<file path="src/rtl/prio_age_arbiter.sv">
// Registered priority arbiter with round-robin tie-break, grant hold until release,
// and per-channel age counters that lift starved requesters above all priorities.
module prio_age_arbiter #(
  parameter int N         = 8,
  parameter int PRIO_BITS = 3,
  parameter int AGE_BITS  = 4,
  parameter int SEL_W     = (N > 1) ? $clog2(N) : 1
) (
  input  logic                   clk_i,
  input  logic                   rst_ni,
  input  logic [N-1:0]           req_i,
  input  logic [N*PRIO_BITS-1:0] prio_i,
  input  logic                   ack_i,
  output logic [N-1:0]           gnt_o,
  output logic                   gnt_valid_o,
  output logic [SEL_W-1:0]       sel_o,
  output logic [PRIO_BITS-1:0]   prio_o
);

  typedef enum logic [0:0] {
    ST_IDLE  = 1'b0,
    ST_GRANT = 1'b1
  } state_t;

  localparam logic [AGE_BITS-1:0] AGE_MAX = {AGE_BITS{1'b1}};

  state_t                 state_q;
  logic [N-1:0]           gnt_q;
  logic                   valid_q;
  logic [SEL_W-1:0]       sel_q;
  logic [PRIO_BITS-1:0]   prio_q;
  logic [SEL_W-1:0]       rr_q;
  logic [SEL_W-1:0]       rr_d;
  logic [AGE_BITS-1:0]    age_q [N];
  logic [AGE_BITS-1:0]    age_d [N];

  logic [N-1:0]           starved_s;
  logic [N-1:0]           tied_s;
  logic [N-1:0]           cand_s;
  logic [N-1:0]           onehot_s;
  logic [PRIO_BITS-1:0]   min_prio_s;
  logic [PRIO_BITS-1:0]   win_prio_s;
  logic [SEL_W-1:0]       win_s;
  logic [SEL_W:0]         idx_s;
  logic                   found_s;
  logic                   release_s;
  logic                   holder_free_s;
  logic                   arb_s;

  // Find the lowest requested priority and the set of saturated-age requesters.
  always_comb begin
    min_prio_s = {PRIO_BITS{1'b1}};
    starved_s  = {N{1'b0}};
    for (int i = 0; i < N; i++) begin
      starved_s[i] = req_i[i] && (age_q[i] == AGE_MAX);
      if (req_i[i] && (prio_i[i*PRIO_BITS +: PRIO_BITS] < min_prio_s)) begin
        min_prio_s = prio_i[i*PRIO_BITS +: PRIO_BITS];
      end else begin
        min_prio_s = min_prio_s;
      end
    end
  end

  // Starved requesters, when present, compete alone and ignore priority.
  always_comb begin
    tied_s = {N{1'b0}};
    for (int i = 0; i < N; i++) begin
      tied_s[i] = req_i[i] && (prio_i[i*PRIO_BITS +: PRIO_BITS] == min_prio_s);
    end
    cand_s = (|starved_s) ? starved_s : tied_s;
  end

  // Rotating scan from rr_q; idx_s is one bit wider so the wrap works for any N.
  always_comb begin
    win_s   = {SEL_W{1'b0}};
    found_s = 1'b0;
    idx_s   = {(SEL_W+1){1'b0}};
    for (int k = 0; k < N; k++) begin
      idx_s = {1'b0, rr_q} + (SEL_W+1)'(k);
      if (idx_s >= (SEL_W+1)'(N)) begin
        idx_s = idx_s - (SEL_W+1)'(N);
      end else begin
        idx_s = idx_s;
      end
      if (!found_s && cand_s[idx_s[SEL_W-1:0]]) begin
        found_s = 1'b1;
        win_s   = idx_s[SEL_W-1:0];
      end else begin
        found_s = found_s;
      end
    end
  end

  // Winner decode: one-hot grant vector, captured priority and next pointer.
  always_comb begin
    onehot_s   = {N{1'b0}};
    win_prio_s = {PRIO_BITS{1'b0}};
    for (int i = 0; i < N; i++) begin
      onehot_s[i] = (win_s == SEL_W'(i));
      if (onehot_s[i]) begin
        win_prio_s = prio_i[i*PRIO_BITS +: PRIO_BITS];
      end else begin
        win_prio_s = win_prio_s;
      end
    end
    if (win_s == SEL_W'(N-1)) begin
      rr_d = {SEL_W{1'b0}};
    end else begin
      rr_d = win_s + SEL_W'(1'b1);
    end
  end

  assign release_s     = (state_q == ST_GRANT) && (ack_i || !req_i[sel_q]);
  assign holder_free_s = (state_q == ST_IDLE) || release_s;
  assign arb_s         = holder_free_s && (|req_i);

  // Age update: idle channels reset, losers of an arbitration age by one.
  always_comb begin
    for (int i = 0; i < N; i++) begin
      if (!req_i[i]) begin
        age_d[i] = {AGE_BITS{1'b0}};
      end else if (arb_s && onehot_s[i]) begin
        age_d[i] = {AGE_BITS{1'b0}};
      end else if (arb_s && (age_q[i] != AGE_MAX)) begin
        age_d[i] = age_q[i] + {{(AGE_BITS-1){1'b0}}, 1'b1};
      end else begin
        age_d[i] = age_q[i];
      end
    end
  end

  // Grant FSM with registered outputs and round-robin pointer.
  always_ff @(posedge clk_i or negedge rst_ni) begin
    if (!rst_ni) begin
      state_q <= ST_IDLE;
      gnt_q   <= {N{1'b0}};
      valid_q <= 1'b0;
      sel_q   <= {SEL_W{1'b0}};
      prio_q  <= {PRIO_BITS{1'b0}};
      rr_q    <= {SEL_W{1'b0}};
    end else begin
      case (state_q)
        ST_IDLE: begin
          if (arb_s) begin
            state_q <= ST_GRANT;
            gnt_q   <= onehot_s;
            valid_q <= 1'b1;
            sel_q   <= win_s;
            prio_q  <= win_prio_s;
            rr_q    <= rr_d;
          end else begin
            state_q <= ST_IDLE;
          end
        end
        ST_GRANT: begin
          if (arb_s) begin
            state_q <= ST_GRANT;
            gnt_q   <= onehot_s;
            valid_q <= 1'b1;
            sel_q   <= win_s;
            prio_q  <= win_prio_s;
            rr_q    <= rr_d;
          end else if (release_s) begin
            state_q <= ST_IDLE;
            gnt_q   <= {N{1'b0}};
            valid_q <= 1'b0;
            sel_q   <= {SEL_W{1'b0}};
            prio_q  <= {PRIO_BITS{1'b0}};
          end else begin
            state_q <= ST_GRANT;
          end
        end
        default: begin
          state_q <= ST_IDLE;
          gnt_q   <= {N{1'b0}};
          valid_q <= 1'b0;
          sel_q   <= {SEL_W{1'b0}};
          prio_q  <= {PRIO_BITS{1'b0}};
          rr_q    <= {SEL_W{1'b0}};
        end
      endcase
    end
  end

  // Age counter storage.
  always_ff @(posedge clk_i or negedge rst_ni) begin
    if (!rst_ni) begin
      for (int i = 0; i < N; i++) begin
        age_q[i] <= {AGE_BITS{1'b0}};
      end
    end else begin
      for (int i = 0; i < N; i++) begin
        age_q[i] <= age_d[i];
      end
    end
  end

  assign gnt_o       = gnt_q;
  assign gnt_valid_o = valid_q;
  assign sel_o       = sel_q;
  assign prio_o      = prio_q;

endmodule
</file>
<file path="config.mk">
export PLATFORM = sky130hd
export DESIGN_NAME = prio_age_arbiter
export DESIGN_NICKNAME = d
export VERILOG_FILES = /design/src/rtl/prio_age_arbiter.sv
export SDC_FILE = /design/constraint.sdc
export NUM_CORES = 1
export LEC_CHECK = 0
export CAP_MARGIN = 30
export CELL_PAD_IN_SITES_DETAIL_PLACEMENT = 1
export CELL_PAD_IN_SITES_GLOBAL_PLACEMENT = 1
export CORE_MARGIN = 3
export CORE_UTILIZATION = 42
export DETAILED_ROUTE_END_ITERATION = 16
export GPL_ROUTABILITY_DRIVEN = 0
export PLACE_DENSITY = 0.84
export SLEW_MARGIN = 20
export SYNTH_ARGS = -nofsm -noshare
export SYNTH_HDL_FRONTEND = slang
export SYNTH_SLANG_ARGS = --single-unit
</file>
<file path="constraint.sdc">
create_clock -name clk_i -period 6.36 [get_ports clk_i]
set_input_delay 1.272 -clock clk_i [delete_from_list [all_inputs] [get_ports clk_i]]
set_output_delay 1.272 -clock clk_i [all_outputs]
set_load 0.005 [all_outputs]
</file>
==> results.toml, run 1 <==
[floorplan]
chipHeight_um = 126
rows = 43
die_w_um = 126
initial_core_util_pct = 43.4
io_pins = 50

[synth]
synth_edf_count = 0
synth_top_area_share_pct = 21.0
syn_avg_cell_area_um2 = 7.60
synth_cells = 799
synth_area_leaders = "dfrtp_1 21%, nand2_1 5.8%, o21ai_0 4.3%"
synthFlopType = "dfrtp_1"
yosysWarnings = 0
syn_nets = 853
seq_area_frac_synth_pct = 21.0
synth_area_leader_cell = "dfrtp_1"
ys_ff_latch = 51
postSynth.asyncResetShare_pct = 100
ys_types = 98
netlist_area_um2 = 6070

[global_route]
grt-ovfl-total = 195
grt_usage_pct = 78.3
grt_max_degree = 32

[place]
io_buffers = 49
hpwlAfterDp_mm = 23.1

[run_status]
error = "[ERROR GRT-0232] Routing congestion too high. Check the congestion heatmap in the GUI."
lastStage = "5_1_grt"
status = "did not finish"

[cts]
clockBufferDepth = 2
numCtsBuffers = 5
clock-root-buffer = "clkbuf_16"
htree_levels = 2
numClockSinks = 51

[sta]
worst_endpoint_kind = "sequential cell input"
crit_endpoint = "prio_o[0]$_DFFE_PN0P_/D"
## Yosys cell counts, types with 4 or more instances
cell type  count
nand2b_1      13
a21oi_2        5
a2111oi_0      6
and3_1         5
o22ai_1        4
o211ai_1      21
dfrtp_1       51
o31ai_1        7
a211o_1        5
a221oi_1       7
mux2i_1       10
a21oi_1       45
nor4_1        16
xnor2_1       15
or3_1          5
inv_1         35
a31oi_1       16
o21ai_1        6
nor3_1        14
nor2_1        63
nand3_1       35
o221ai_1       7
o32ai_1        5
o21a_1        10
a21o_1        11
buf_1          4
nand2_1       94
a211oi_1      12
nand4_1       24
xor2_1        12
clkbuf_1      28
o31a_1         5
o21ai_0       52
nor2b_1        4
ha_1          19
and2_1        14
o2111ai_1      8
## through the flow
step,instance area (um^2),util [%],instances,setup WS (ns)
global placement,8330,59.5,1185,-3.23
CTS,9140,65.3,1216,-2.96
floorplan,6330,-,799,-2.98
detailed placement,8360,59.7,1186,-3.89
## per-layer routing
| metal | GRT usage [%] | GRT overflow |
|---|---|---|
| met1 | 77.9 | 4 |
| met2 | 95.3 | 100 |
| met4 | 85.7 | 91 |
| met3 | 59.5 | 0 |
| met5 | 16.1 | 0 |
## logic make-up after synthesis
family          share of synthesized area (%)
simple gates                             27.0
compound gates                           34.8
buf+inv                                  5.26
flops                                    21.0
xor+xnor                                 4.35
fa+ha+maj                                3.92
mux                                      3.73
## what timing repair did
item | in CTS
buffers inserted | 22
hold buffers | 0
pin swaps | 38
hold endpoints to repair | 0
setup endpoints to repair | 49
resized for setup | 108
==> inputs of run 2 (changes only) <==
--- a/config.mk
+++ b/config.mk
@@ -6,13 +6,11 @@
 export NUM_CORES = 1
 export LEC_CHECK = 0
 export CAP_MARGIN = 30
-export CELL_PAD_IN_SITES_DETAIL_PLACEMENT = 1
-export CELL_PAD_IN_SITES_GLOBAL_PLACEMENT = 1
 export CORE_MARGIN = 3
-export CORE_UTILIZATION = 42
+export CORE_UTILIZATION = 27
 export DETAILED_ROUTE_END_ITERATION = 16
 export GPL_ROUTABILITY_DRIVEN = 0
-export PLACE_DENSITY = 0.84
+export PLACE_DENSITY_LB_ADDON = 0.15
 export SLEW_MARGIN = 20
 export SYNTH_ARGS = -nofsm -noshare
 export SYNTH_HDL_FRONTEND = slang
==> run 2 against run 1 <==
  * The flow now finishes, with violations (negative setup slack)
  * Area after synthesis unchanged
  * Synthesized cell count unchanged
==> results.toml, run 2 <==
[pwr]
power.total_mw = 6.97
p_int_mw = 3.71
sw_frac_of_total_pct = 46.9
p_seq_share_pct = 7.9
clockPowerShare_pct = 4.0
p_switching_mw = 3.27
power_density_nw_per_um2 = 684
p_leak_nw = 4.21
p_comb_share_pct = 88.2
irDropWorstVdd_mv = 0.462

[drt]
drt_wl_total_mm = 26.3
drc = 0
ant_nets = 0
drtIter0Drc = 552
viasPerCell = 5.53
vias = 7540
dr.pass1.iters = 5
wl_per_cell_um = 19.3

[critical_path]
worstPathArrival_ns = 9.25
start_kind = "input pin"
path_class = "input pin to register"
critPathMaxFanout = 6
crit_start = "req_i[0]"
cp_top_family = "compound AO/OA/AOI/OAI gates"
max_stage_delay_ns = 0.58
crit_top_cell = "ha_4"
endpoint_kind = "register"
cp.required_ns = 6.54
crit_buf_inv = 7
slowest_stage = "or4b_4"
r2r_start = "age_q[16]"

[cts]
clock-root-buffer = "clkbuf_16"
insertion_delay_ns = 0.29
cts_tree = "done"
htree_levels = 2
numCtsBuffers = 5
clockBufferDepth = 2
hold_buffers = 0
clk_pin_slew_ns = 0.07
numClockSinks = 51

[floorplan]
die-area_um2 = 24300
initial_core_util_pct = 27.6
io_pins = 50
coreArea_um2 = 22000
die_w_um = 156
chipHeight_um = 156
rows = 54

[flow_run]
cap_violations = 0

[sta]
final-max-slew-violation-count = 0
fmax_mhz = 110
fin_skew_ns = 0.00508
slew-limit-headroom_pct = 35.5
fin_crit_sh_pct = 143
finalSetupTns_ns = -118.67
setup_violations = 49
grt_setup_unrepaired = "true"
fin_crit_ns = 9.07
fin_ws_ns = -2.71
max_slew.worst_pin.slew_ns = 0.959
hold_viol = 0

[synth]
ys_types = 98
ys_ff_latch = 51
synth_area_leaders = "dfrtp_1 21%, nand2_1 5.8%, o21ai_0 4.3%"
syn_nets = 853
synth_cells = 799
synth_edf_count = 0
yosysWarnings = 0
seq_area_frac_synth_pct = 21.0
netlist_area_um2 = 6070
yosys-top-cells-count = "94 x nand2_1, 63 x nor2_1, 52 x o21ai_0, 51 x dfrtp_1, 45 x a21oi_1"
yosysMostFrequentCell = "nand2_1"
synth_top_area_share_pct = 21.0
syn_avg_cell_area_um2 = 7.60
synth_area_leader_cell = "dfrtp_1"
synthFlopType = "dfrtp_1"
postSynth.asyncResetShare_pct = 100

[cells_and_area]
regMostFlops = "age_q"
post-route-util_pct = 46.4
layout_common_cells = "238 x buf_4, 82 x nand2_1, 55 x nor2_1"
antenna_cells = 0
final_common_cell = "buf_4"
final_cell_count_no_fill = 1364
layout.nets = 1137
drive_gt1_share_pct = 44.2
multi_input_area_um2 = 5620
area_growth_pct = 67.9
fillCellCount = 2168
regArea_um2 = 1280
largest_register_ffs = 32

[place]
io_buffers = 49
dp_cells = 1300
preCtsSetupSlack_ns = -3.56
hpwlAfterDp_mm = 19.6

[run_status]
status = "finished, violations left"
violations = "negative setup slack"

[hold_path]
hold_class = "register to register"
hold_start = "gnt_o[5]"

[global_route]
grt_pass1_wl_mm = 40.4
grt_usage_pct = 20.6
antenna_found_initial = 0
grt-ovfl-total = 0
grt_pass1_vias = 7405
grt_max_degree = 52
-- run 2: cell counts after synthesis --
No cell type changed its count.
-- run 2: cell type report --
cell class | instances | area share, %
clock buffers | 7 | 1.40
clock inverters | 1 | 0.0859
inverters | 37 | 1.44
multi-input cells | 671 | 55.2
flip-flops and latches | 51 | 12.5
well taps | 280 | 3.44
repair buffers | 317 | 26.0
-- run 2: path summary, 6_finish.rpt --
kind | slack (ns) | end | depth (start not counted)
max in group asynchronous | 4.79 | age_q[30] | 2
worst min register to register | 0.48 | gnt_o[5] | 2
worst min-delay path | 0.48 | gnt_o[5] | 2
worst max-delay path | -2.71 | prio_o[0] | 43
worst max register to register | 1.10 | prio_o[0] | 25
min in group asynchronous | 1.10 | age_q[4] | 2
-- run 2: worst min-delay path, delay by kind of cell, from the launching register on --
kind,cells,cell delay (ns)
DFF,1,0.34
AOI/OAI and AO/OA,1,0.05
and+or+nand+nor,1,0.06
-- run 2: power groups by stage --
stage	sequential [mW]	clock, mW	combinational (mW)
finish	0.547	0.277	6.15
global route	0.561	0.298	6.57
CTS	0.544	0.288	5.12
detailed placement	0.547	0	4.37
global placement	0.550	0	4.39
floorplan	0.503	0	2.75
-- run 2: timing repair --
item                                    4_1_cts  5_1_grt
resized for setup                            99      137
pin swaps                                    63       57
gates cloned                                  1        0
setup buffers                                33       24
endpoints found under the setup margin       49       49
-- run 2: per-layer routing --
layer	share of wire, %	track usage, %	vias to the layer above
li1	-	-	3639
met3	4.8	2.36	35
met4	1.9	5.30	0
met1	46	29.0	3660
met5	0	0	-
met2	47	33.5	206
-- run 2: per-stage QoR --
step                      hold WS [ns]  instance area, um^2
after floorplan                  0.471                 6330
after global placement           0.476                 8570
after detailed placement         0.474                 8570
after CTS                        0.493                 9370
after global routing             0.528                10200
final                            0.485                10200
-- run 2: logic make-up (layout without fill, tap and decap cells) --
group / count (synthesis) / count (layout) / synth area share, %
buffers and inverters: 77 / 362 / 5.26
adders and majority gates: 19 / 19 / 3.92
DFF: 51 / 51 / 21.0
and+or+nand+nor: 318 / 318 / 27.0
AOI/OAI and AO/OA: 288 / 288 / 34.8
xor gates and xnor gates: 28 / 28 / 4.35
muxes: 18 / 18 / 3.73
No activity file was read; power rests on OpenSTA's default activity.
==> inputs of run 3 (changes only) <==
==> constraint.sdc (replaced) <==
create_clock -name clk_i -period 6.36 [get_ports clk_i]
set_input_delay 1.272 -clock clk_i [delete_from_list [all_inputs] [get_ports clk_i]]
set_output_delay 1.272 -clock clk_i [all_outputs]
set_load 0.05 [all_outputs]
==> run 3 against run 2 <==
  * The run still ends with negative setup slack left
  * Largest cell class unchanged
  * Die area stayed put
  * Fmax decreased by 0.58%
  * Non-clock buffer count decreased by 11
  * Via count is 0.86% lower
  * Count of clock-buffer cells in the layout did not move
  * Clock power increased by 4%
  * Sequential share of layout area is 0.29 points higher
  * Clock skew increased by 0.00098 ns
  * Global-route usage decreased by 0.20 points
==> results.toml, run 3 (synthesis results as in run 2) <==
[global_route]
antenna_found_initial = 0
grt_usage_pct = 20.4
grt_pass1_vias = 7391
grt_pass1_wl_mm = 40.2
grt-ovfl-total = 0
grt_max_degree = 52

[critical_path]
max_stage_delay_ns = 0.59
worstPathArrival_ns = 9.30
rr_worst_depth = 23
critPathMaxFanout = 5
endpoint_kind = "register"
start_kind = "input pin"
r2r_start = "age_q[16]"
cp.required_ns = 6.54
crit_top_cell = "ha_4"
path_class = "input pin to register"
slowest_stage = "or4b_4"
r2r_slack_ns = 1.16
r2r-end = "prio_o[2]"

[cells_and_area]
antenna_cells = 0
post-route-util_pct = 45.4
postLayoutCellArea_um2 = 9960
final_cell_count_no_fill = 1353
final_common_cell = "buf_4"
drive_gt1_share_pct = 41.9
layout.nets = 1126
layout_common_cells = "230 x buf_4, 84 x nand2_1, 56 x nor2_1"
regMostFlops = "age_q"
largest_register_ffs = 32
area_growth_pct = 64.1

[place]
dp_cells = 1300
hpwlAfterDp_mm = 19.7
placed_area_um2 = 8560
io_buffers = 49

[cts]
htree_levels = 2
clock-root-buffer = "clkbuf_16"
numClockSinks = 51
insertion_delay_ns = 0.29
cts_tree = "done"
numCtsBuffers = 5
clk_pin_slew_ns = 0.07
clockBufferDepth = 2
hold_buffers = 0

[sta]
slew-limit-headroom_pct = 29.8
fin_ws_ns = -2.76
setup_violations = 49
grt_setup_unrepaired = "true"
final-max-slew-violation-count = 0
fmax_mhz = 110
max_slew.worst_pin.slew_ns = 1.05
fin_skew_ns = 0.00606
fin_crit_ns = 9.12
fin_crit_sh_pct = 143
hold_viol = 0

[run_status]
status = "finished, violations left"
violations = "negative setup slack"

[pwr]
p_int_mw = 3.46
p_seq_share_pct = 7.9
irDropWorstVdd_mv = 0.444
sw_frac_of_total_pct = 48.4
p_leak_nw = 4.12
p_switching_mw = 3.25
power.total_mw = 6.71
p_comb_share_pct = 87.8
clockPowerShare_pct = 4.3
power_density_nw_per_um2 = 673

[flow_run]
cap_violations = 0

[floorplan]
die-area_um2 = 24300
coreArea_um2 = 22000
chipHeight_um = 156
initial_core_util_pct = 27.6
die_w_um = 156
io_pins = 50
rows = 54

[hold_path]
hold_class = "register to register"
hold_depth = 2
hold_start = "gnt_valid_o"
whs_endpoint = "gnt_valid_o"

[drt]
viasPerCell = 5.52
drc = 0
ant_nets = 0
vias = 7475
drtIter0Drc = 478
wl_per_cell_um = 18.9
drt_wl_total_mm = 25.6
dr.pass1.iters = 7
-- run 3: changes by cell type in the layout (fill, tap and decap cells not counted), moves of 4 or more --
cell     change
buf_4        -8
a31oi_4      -4
nand3_1      +4
nand3_2      -4
o21ai_1      +4
-- run 3: power by group through the flow --
stage | Sequential (mW) | Clock, mW | Combinational [mW]
after CTS | 0.530 | 0.296 | 4.99
after global routing | 0.546 | 0.306 | 6.28
after global placement | 0.534 | 0 | 4.47
final | 0.532 | 0.287 | 5.89
after detailed placement | 0.533 | 0 | 4.46
after floorplan | 0.603 | 0 | 2.74
-- run 3: how the worst max path moves through the flow --
stage	slack [ns]	start	cells after the start	endpoint
finish	-2.76	req_i[0]	42	prio_o[2]
global route	-3.07	prio_i[8]	42	prio_o[1]
CTS	-2.69	req_i[0]	44	prio_o[1]
detailed placement	-3.67	prio_i[1]	42	prio_o[1]
global placement	-3.57	prio_i[1]	44	prio_o[1]
floorplan	-2.99	req_i[0]	44	prio_o[1]
-- run 3: final cells by class --
| cell class | count | area (um^2) |
|---|---|---|
| Clock buffer | 7 | 153 |
| Clock inverter | 1 | 7.51 |
| Fill cell | 2132 | 12000 |
| Inverter | 37 | 149 |
| Multi-Input combinational cell | 671 | 5480 |
| Sequential cell | 51 | 1280 |
| Tap cell | 280 | 350 |
| Timing Repair Buffer | 306 | 2540 |
-- run 3: metal layers --
| layer | GRT usage [%] | share of wire, % | vias to the layer above |
|---|---|---|---|
| li1 | - | - | 3625 |
| met1 | 28.6 | 47 | 3603 |
| met2 | 33.3 | 46 | 208 |
| met3 | 2.41 | 4.9 | 39 |
| met4 | 5.05 | 2.2 | 0 |
| met5 | 0 | 0 | - |
-- run 3: timing repair --
| action | 4_1_cts | 5_1_grt |
|---|---|---|
| resized for setup | 102 | 108 |
| pin swaps | 59 | 44 |
| setup endpoints to repair | 49 | 49 |
| setup buffers | 31 | 16 |
-- run 3: worst max-delay path: cells and delay by family --
family          cells  cell delay, ns
fa+ha+maj           5            0.99
simple gates       11            2.26
mux                 2            0.57
compound gates     18            3.58
buf+inv             6            0.62
-- run 3: per-stage QoR --
step	hold slack, ns	TNS [ns]	setup slack [ns]
2_1_floorplan	0.497	-115.07	-2.99
3_3_place_gp	0.473	-157.87	-3.57
3_5_place_dp	0.473	-162.00	-3.67
4_1_cts	0.495	-116.75	-2.69
5_1_grt	0.521	-132.75	-3.07
6_report	0.485	-117.38	-2.76
==> inputs of run 4 (changes only) <==
--- a/config.mk
+++ b/config.mk
@@ -9,7 +9,6 @@
 export CORE_MARGIN = 3
 export CORE_UTILIZATION = 27
 export DETAILED_ROUTE_END_ITERATION = 16
-export GPL_ROUTABILITY_DRIVEN = 0
 export PLACE_DENSITY_LB_ADDON = 0.15
 export SLEW_MARGIN = 20
 export SYNTH_ARGS = -nofsm -noshare
==> results of run 4 <==
No change in the layout: final DEF, timing and power equal those of run 3.
